File: config.mk
export PLATFORM = sky130hd
export DESIGN_NAME = tank_ctrl_param
export DESIGN_NICKNAME = d
export VERILOG_FILES = /design/src/rtl/tank_ctrl_param.sv
export SDC_FILE = /design/constraint.sdc
export NUM_CORES = 1
export LEC_CHECK = 0
export ABC_CLOCK_PERIOD_IN_PS = 8000
export CAP_MARGIN = 15
export CORE_ASPECT_RATIO = 0.5
export CORE_MARGIN = 10
export CORE_UTILIZATION = 40
export CTS_BUF_LIST = sky130_fd_sc_hd__clkbuf_8
export CTS_CLUSTER_DIAMETER = 40
export DETAILED_ROUTE_END_ITERATION = 6
export PLACE_DENSITY = 0.7
export RECOVER_POWER = 50
export SLEW_MARGIN = 20
export SYNTH_ARGS = -nofsm -noshare
export SYNTH_HDL_FRONTEND = slang
export SYNTH_SLANG_ARGS = --single-unit
File: constraint.sdc
create_clock -name i_frame_clk -period 8 [get_ports i_frame_clk]
set_input_delay 1.6 -clock i_frame_clk [delete_from_list [all_inputs] [get_ports i_frame_clk]]
set_output_delay 1.6 -clock i_frame_clk [all_outputs]
set_load 0.1 [all_outputs]
File: src/rtl/tank_ctrl_param.sv
// tank_ctrl_param: per-player tank motion/fire controller, updated once per video frame
// Ports: i_frame_clk/i_reset_n (sync, active-low); i_hit, i_game_end, i_wall_hit event inputs;
//   i_sin/i_cos sign-magnitude heading vector; i_keycode KEY_SLOTS x 8-bit report; i_spawn_pos tile spawn;
//   o_tank_x/o_tank_y/o_tank_size/o_step_x/o_step_y/o_angle/o_fire/o_alive/o_state registered outputs.
// Optional: define FIRE_EDGE_EN to require FIRE release between shots (default: auto-repeat).
module tank_ctrl_param #(
  parameter int KEY_SLOTS = 4,
  parameter int POS_W = 10,
  parameter int ANGLE_STEPS = 45,
  parameter int STEP_MAG = 12,
  parameter int FIRE_COOLDOWN = 16,
  parameter int RESPAWN_DELAY = 60,
  parameter int X_CENTER = 300,
  parameter int Y_CENTER = 250,
  parameter logic [7:0] KEY_UP = 8'h52,
  parameter logic [7:0] KEY_DOWN = 8'h51,
  parameter logic [7:0] KEY_CW = 8'h50,
  parameter logic [7:0] KEY_CCW = 8'h4F,
  parameter logic [7:0] KEY_FIRE = 8'h2C
) (
  input  logic                   i_frame_clk,
  input  logic                   i_reset_n,
  input  logic                   i_hit,
  input  logic [1:0]             i_game_end,
  input  logic [3:0]             i_wall_hit,
  input  logic [7:0]             i_sin,
  input  logic [7:0]             i_cos,
  input  logic [8*KEY_SLOTS-1:0] i_keycode,
  input  logic [9:0]             i_spawn_pos,
  output logic [POS_W-1:0]       o_tank_x,
  output logic [POS_W-1:0]       o_tank_y,
  output logic [POS_W-1:0]       o_tank_size,
  output logic [POS_W-1:0]       o_step_x,
  output logic [POS_W-1:0]       o_step_y,
  output logic [5:0]             o_angle,
  output logic                   o_fire,
  output logic                   o_alive,
  output logic [1:0]             o_state
);
  localparam int CD_W = $clog2(FIRE_COOLDOWN + 1);
  localparam int DD_W = $clog2(RESPAWN_DELAY + 1);
  localparam logic [POS_W-1:0] XC = POS_W'(X_CENTER);
  localparam logic [POS_W-1:0] YC = POS_W'(Y_CENTER);
  localparam logic [5:0] A_MAX = 6'(ANGLE_STEPS - 1);
  localparam logic [CD_W-1:0] CD_INIT = CD_W'(FIRE_COOLDOWN - 1);
  localparam logic [DD_W-1:0] DD_INIT = DD_W'(RESPAWN_DELAY - 1);
  localparam logic [6:0] MAG = 7'(STEP_MAG);
  typedef enum logic [1:0] {ALIVE = 2'd0, DEAD = 2'd1, FROZEN = 2'd2} state_t;
  state_t r_state, w_state;
  logic [POS_W-1:0] r_x, r_y, r_px, r_py, r_sx, r_sy;
  logic [POS_W-1:0] w_x, w_y, w_px, w_py, w_sx, w_sy;
  logic [POS_W-1:0] w_mx, w_my, w_dx, w_dy;
  logic [13:0] w_prod_x, w_prod_y;
  logic [5:0] r_angle, w_angle;
  logic [CD_W-1:0] r_cd, w_cd;
  logic [DD_W-1:0] r_dead, w_dead;
  logic r_fire, w_fire, w_shoot, w_fire_ok;
  logic w_up, w_down, w_cw, w_ccw, w_fire_key;
  always_comb begin
    w_up = 1'b0;
    w_down = 1'b0;
    w_cw = 1'b0;
    w_ccw = 1'b0;
    w_fire_key = 1'b0;
    for (int s = 0; s < KEY_SLOTS; s++) begin
      w_up = w_up | (i_keycode[8*s +: 8] == KEY_UP);
      w_down = w_down | (i_keycode[8*s +: 8] == KEY_DOWN);
      w_cw = w_cw | (i_keycode[8*s +: 8] == KEY_CW);
      w_ccw = w_ccw | (i_keycode[8*s +: 8] == KEY_CCW);
      w_fire_key = w_fire_key | (i_keycode[8*s +: 8] == KEY_FIRE);
    end
  end
  // Speed scaled by the Q0.7 magnitudes; screen Y grows downward, so a positive sin moves up.
  assign w_prod_x = {7'd0, MAG} * {7'd0, i_cos[6:0]};
  assign w_prod_y = {7'd0, MAG} * {7'd0, i_sin[6:0]};
  assign w_mx = POS_W'(w_prod_x >> 7);
  assign w_my = POS_W'(w_prod_y >> 7);
  assign w_dx = i_cos[7] ? -w_mx : w_mx;
  assign w_dy = i_sin[7] ? w_my : -w_my;
`ifdef FIRE_EDGE_EN
  logic r_fire_seen;
  assign w_fire_ok = w_fire_key && !r_fire_seen;
  always_ff @(posedge i_frame_clk)
    if (!i_reset_n) r_fire_seen <= 1'b0;
    else r_fire_seen <= w_fire_key && (r_fire_seen || w_shoot);
`else
  assign w_fire_ok = w_fire_key;
`endif
  always_comb begin
    w_state = r_state;
    w_x = r_x;
    w_y = r_y;
    w_px = r_px;
    w_py = r_py;
    w_sx = '0;
    w_sy = '0;
    w_angle = r_angle;
    w_cd = (r_cd != '0) ? r_cd - CD_W'(1) : r_cd;
    w_dead = r_dead;
    w_shoot = 1'b0;
    if (i_game_end != 2'b00) begin
      w_state = FROZEN;
      w_x = POS_W'({i_spawn_pos[4:0], 5'b0});
      w_y = POS_W'({i_spawn_pos[9:5], 5'b0});
      w_angle = '0;
      w_cd = '0;
      w_dead = '0;
    end else if (r_state == FROZEN) begin
      w_state = ALIVE;
    end else if (r_state == DEAD) begin
      if (r_dead == '0) begin
        w_state = ALIVE;
        w_x = XC;
        w_y = YC;
        w_angle = '0;
        w_cd = '0;
      end else begin
        w_dead = r_dead - DD_W'(1);
      end
    end else if (i_hit) begin
      w_state = DEAD;
      w_dead = DD_INIT;
    end else begin
      w_shoot = w_fire_ok && (r_cd == '0);
      if (w_shoot) w_cd = CD_INIT;
      // A wall contact undoes the last move and suppresses this frame's motion and rotation.
      if (|i_wall_hit) begin
        w_x = r_px;
        w_y = r_py;
      end else if (w_up || w_down) begin
        w_px = r_x;
        w_py = r_y;
        w_sx = w_up ? w_dx : -w_dx;
        w_sy = w_up ? w_dy : -w_dy;
        w_x = r_x + w_sx;
        w_y = r_y + w_sy;
      end else if (w_cw) begin
        w_angle = (r_angle == A_MAX) ? 6'd0 : r_angle + 6'd1;
      end else if (w_ccw) begin
        w_angle = (r_angle == 6'd0) ? A_MAX : r_angle - 6'd1;
      end
    end
    w_fire = w_shoot;
  end
  always_ff @(posedge i_frame_clk) begin
    if (!i_reset_n) begin
      r_state <= ALIVE;
      r_x <= XC;
      r_y <= YC;
      r_px <= XC;
      r_py <= YC;
      r_sx <= '0;
      r_sy <= '0;
      r_angle <= '0;
      r_fire <= 1'b0;
      r_cd <= '0;
      r_dead <= '0;
    end else begin
      r_state <= w_state;
      r_x <= w_x;
      r_y <= w_y;
      r_px <= w_px;
      r_py <= w_py;
      r_sx <= w_sx;
      r_sy <= w_sy;
      r_angle <= w_angle;
      r_fire <= w_fire;
      r_cd <= w_cd;
      r_dead <= w_dead;
    end
  end
  assign o_tank_x = r_x;
  assign o_tank_y = r_y;
  assign o_tank_size = POS_W'(10);
  assign o_step_x = r_sx;
  assign o_step_y = r_sy;
  assign o_angle = r_angle;
  assign o_fire = r_fire;
  assign o_alive = (r_state != DEAD);
  assign o_state = r_state;
endmodule

==> metrics.md <==
| Metric | Value |
|---|---|
| Post-Syn Area | `roughly 5800 um2` |
| # DRC | `0` |
| 1st-iter DRT viols | `a little over 500` |
| TritonCTS sink count | `80` |
| Chip height | `between 100 and 150 um` |
| Post-synthesis instance total | `761` |
| Top Family by Delay on Critical Path | `compound AO/OA/AOI/OAI gates` |
| R2R Setup Slk | `between 4 and 5 ns` |
| Number of buffer cells added on primary ports | `116` |
| Drt via density | `around 5.5` |
| CTS resizes | `0` |
| DIE WIDTH | `190 um` |
| Post-CTS repair timing setup buffer count | `0` |
| Worst Hold Endpoint | `r_px[9]$_SDFFE_PN0P_` |
| Cell at the root of the clock tree | `sky130_fd_sc_hd__clkbuf_8` |
| Critical R2R Launch | `o_state[1]$_SDFFE_PN0P_` |
| Capturing element type of the critical path | `register` |
| Most common cell after layout, fill and taps aside | `sky130_fd_sc_hd__nand2_1` |
| Maximum single-stage delay on the critical path | `between 0.6 and 0.7 ns` |
| Hold-critical path depth | `2` |
| Number of antenna violations at the first check in global routing | `0` |
| Later-pin clock latency in the skew report | `0.37 ns` |
| Max_slew headroom | `between 10 and 15%` |
| Cells on worst reg2reg path | `9` |
| Status | `finished, final reports clean` |
| Hold Fails Final Rpt | `0` |
| Core box area | `between 10000 and 15000 um2` |
| Final instance count without filler cells | `1054` |
| Maximum clock path buffer count | `2` |
| Class of the tightest hold or removal check | `register to register` |
| Cells along the critical path | `clkdlybuf4s50_1 > ha_1 > nand3_1 > a22oi_2 > a21oi_1 > xnor2_1 > ha_1 > nor2_1 > o21bai_1 > or3b_1 > a211oi_2 > a21oi_1 > xnor2_1 > ha_1 > nor3_1 > nor2_1 > a41o_1 > or4b_2 > a211oi_1 > nor4_1 > o31ai_1` |
| Number of fill cells | `1306` |
| Startpoint type of the worst setup path | `primary input` |
| P_int | `roughly 700 uW` |
| Number of enable-type register cells in the synthesized netlist | `0` |
| Post-CTS clock slew at the launch and capture registers of the worst setup and hold paths | `0.08 ns` |
| Fraction of power spent switching nets | `about two fifths` |
| Post-Place Cells | `about 1000` |
| Number of pins exceeding their max-slew limit in the final report | `0` |
| Terminus of the critical flop-to-flop path | `o_tank_x[5]$_SDFFE_PN1P_` |
| Number of antenna repair diodes | `0` |
| Biggest fanout along the worst timing path | `9` |
| Global-route wire length before repair | `28600 um` |
| Synthesis-to-finish area growth | `25.4%` |
| Number of distinct standard cells referenced by the synthesized netlist | `75` |
| Num ports | `127` |
| Setup repair after global routing missed its margin | `no` |
| Share of synthesized registers carrying an async set or reset | `0%` |
| GP Congestion | `~0.87` |
| Remaining antenna violation count | `0` |
| Total number of vias | `between 5000 and 6000` |
| Final worst-path cycle share | `between 80% and 90%` |
| Highest-delay cell along the critical path | `sky130_fd_sc_hd__or4b_2` |
| Die Footprint | `between 15000 and 20000 um2` |
| Gate power share | `38.9%` |
| Worst endpoint required time | `8.29 ns` |
| Via count of the first global-routing pass | `roughly 5500` |
| Average instance area after synthesis | `between 7 and 8 um2` |
| Routed WL | `roughly 18000 um` |
| Hold_buf cts | `0` |
| Cell type with the highest occurrence count on the critical path | `sky130_fd_sc_hd__ha_1` |
| Ys flop type | `sky130_fd_sc_hd__dfxtp_1` |
| Tot GR Track Use | `17.3%` |
| Sum Neg Setup Slack | `0 ns` |
| Share of the yosys chip area belonging to registers | `~28%` |
| Yosys Warn Count | `0` |
| WL per Instance | `between 15 and 20 um` |
| Number of clock buffers inserted by TritonCTS | `9` |
| Power per cell area | `157 nW/um2` |
| Reported net switching power | `roughly 440 uW` |
| Global-route congestion overflow total | `0` |
| Static Leakage | `between 0.002 and 0.003 uW` |
| Total number of nets in the final design | `970` |
| Category of the most critical setup path | `primary input to register` |
| Length of the first detailed-routing pass in iterations | `5` |
| Fmax | `between 150 and 200 MHz` |
| Number of buffers and inverters on the critical path | `1` |
| Final worst path period need | `roughly 6.5 ns` |
| Clock tree from TritonCTS | `yes` |
| Data arrival time of the critical path | `around 6.8 ns` |
| Row cnt | `30` |
| Setup violation total in the final timing report | `0` |
| Actual transition at the worst max-transition pin | `around 1.3 ns` |
| Half-perimeter wire length after detailed placement | `13500 um` |
| Max-cap violations | `0` |
| Reg power frac | `between 30% and 40%` |
| Level count of the clock H-tree | `3` |
| Max Clock Skew | `about 0.011 ns` |
| Share of layout cells above drive strength 1 | `roughly 4.9%` |
| Post-synthesis register bit count | `80` |
| Clock share of power | `24.6%` |
| Commonest cells after routing, fill and taps aside | `84 x sky130_fd_sc_hd__nand2_1, 80 x sky130_fd_sc_hd__dfxtp_1, 67 x sky130_fd_sc_hd__nor2_1` |
| Largest net degree at the start of global routing | `30` |
| Start point of the worst hold path | `r_px[9]$_SDFFE_PN0P_` |
| Worst-case vdd ir drop | `around 0.08 mV` |
| Initial standard-cell utilization of the core | `41.8%` |
## tightest hold or removal path, cell delays in order, from the launching register on
cell and delay, ns:
sky130_fd_sc_hd__dfxtp_1 0.32, sky130_fd_sc_hd__nand2_1 0.05, sky130_fd_sc_hd__a21oi_1 0.05
## through the flow
step	total power [uW]	setup WS (ns)	area, um2	util [%]	hold slack (ns)
floorplan	747	2.15	5810	-	0.436
global placement	855	1.38	7080	51.1	0.441
detailed placement	864	1.15	7080	51.1	0.451
CTS	1140	1.54	7260	52.4	0.467
global route	1200	1.14	7250	52.4	0.483
finish	1140	1.53	7250	52.4	0.466
## power groups by stage
stage	combinational [uW]	sequential (uW)	clock, uW
detailed placement	440	425	0
floorplan	285	462	0
global route	486	416	299
finish	443	415	280
global placement	431	425	0
CTS	442	415	283
## Yosys cell counts, types with 5 or more instances
master,instances,share of area [%]
sky130_fd_sc_hd__buf_4,10,1.3
sky130_fd_sc_hd__o21bai_1,5,0.65
sky130_fd_sc_hd__nor3_1,30,2.6
sky130_fd_sc_hd__nand2_1,84,5.5
sky130_fd_sc_hd__xor2_1,13,2.0
sky130_fd_sc_hd__dfxtp_1,80,28
sky130_fd_sc_hd__nand4b_1,14,2.1
sky130_fd_sc_hd__nand3_1,54,4.7
sky130_fd_sc_hd__a211oi_1,10,1.3
sky130_fd_sc_hd__ha_1,43,9.3
sky130_fd_sc_hd__nor2_1,67,4.3
sky130_fd_sc_hd__a311oi_1,5,0.76
sky130_fd_sc_hd__nor2b_1,13,1.4
sky130_fd_sc_hd__clkbuf_1,32,2.1
sky130_fd_sc_hd__a21o_1,7,0.91
sky130_fd_sc_hd__o21ai_0,32,2.8
sky130_fd_sc_hd__mux2i_1,8,1.4
sky130_fd_sc_hd__inv_1,34,2.2
sky130_fd_sc_hd__a31oi_1,9,0.97
sky130_fd_sc_hd__a21oi_1,65,5.6
sky130_fd_sc_hd__o21a_1,6,0.78
sky130_fd_sc_hd__xnor2_1,26,3.9
sky130_fd_sc_hd__and2_1,11,1.2
sky130_fd_sc_hd__nand4_1,14,1.5
sky130_fd_sc_hd__nor4b_1,5,0.76
## cell families (layout without fill, tap and decap cells)
group | Yosys count | count (layout) | synth area share [%]
AOI/OAI and AO/OA | 177 | 177 | 19.8
xor gates and xnor gates | 39 | 39 | 5.91
adders and majority gates | 46 | 46 | 10.2
buffers and inverters | 81 | 174 | 5.97
DFF | 80 | 80 | 27.7
muxes | 10 | 10 | 1.77
other | 2 | 10 | 0.130
and+or+nand+nor | 326 | 326 | 28.5
## area by class of cell
| type | instances | area [um2] | share of cell area [%] |
|---|---|---|---|
| multi-input cells | 608 | 3890 | 53.6 |
| flip-flops and latches | 80 | 1600 | 22.1 |
| repair buffers | 124 | 1220 | 16.8 |
| well taps | 192 | 240 | 3.31 |
| clock buffers | 11 | 151 | 2.09 |
| inverters | 35 | 131 | 1.81 |
| clock inverters | 4 | 21.3 | 0.293 |
## worst max path at each step
stage | end | depth (start not counted) | from
after floorplan | o_tank_y[9]$_SDFFE_PN0P_ | 20 | i_sin[1]
after global placement | o_tank_y[9]$_SDFFE_PN0P_ | 21 | i_sin[1]
after detailed placement | o_tank_y[9]$_SDFFE_PN0P_ | 21 | i_sin[2]
after CTS | o_tank_y[9]$_SDFFE_PN0P_ | 21 | i_sin[2]
after global routing | o_tank_y[9]$_SDFFE_PN0P_ | 21 | i_sin[1]
final | o_tank_y[9]$_SDFFE_PN0P_ | 21 | i_sin[2]
## registers in the layout, indices dropped and copies added (netlist names), 6 cells and up
register  count
o_tank_x     10
r_py         10
o_angle       6
o_step_y     10
o_step_x     10
o_tank_y     10
r_dead        6
r_px         10
## layer usage
layer	part of all wire, %	global-route usage, %
met2	45	27.3
met1	47	22.9
met4	1.1	4.73
met3	6.9	3.95
met5	0	0
Power figures use the tool's default switching activity.
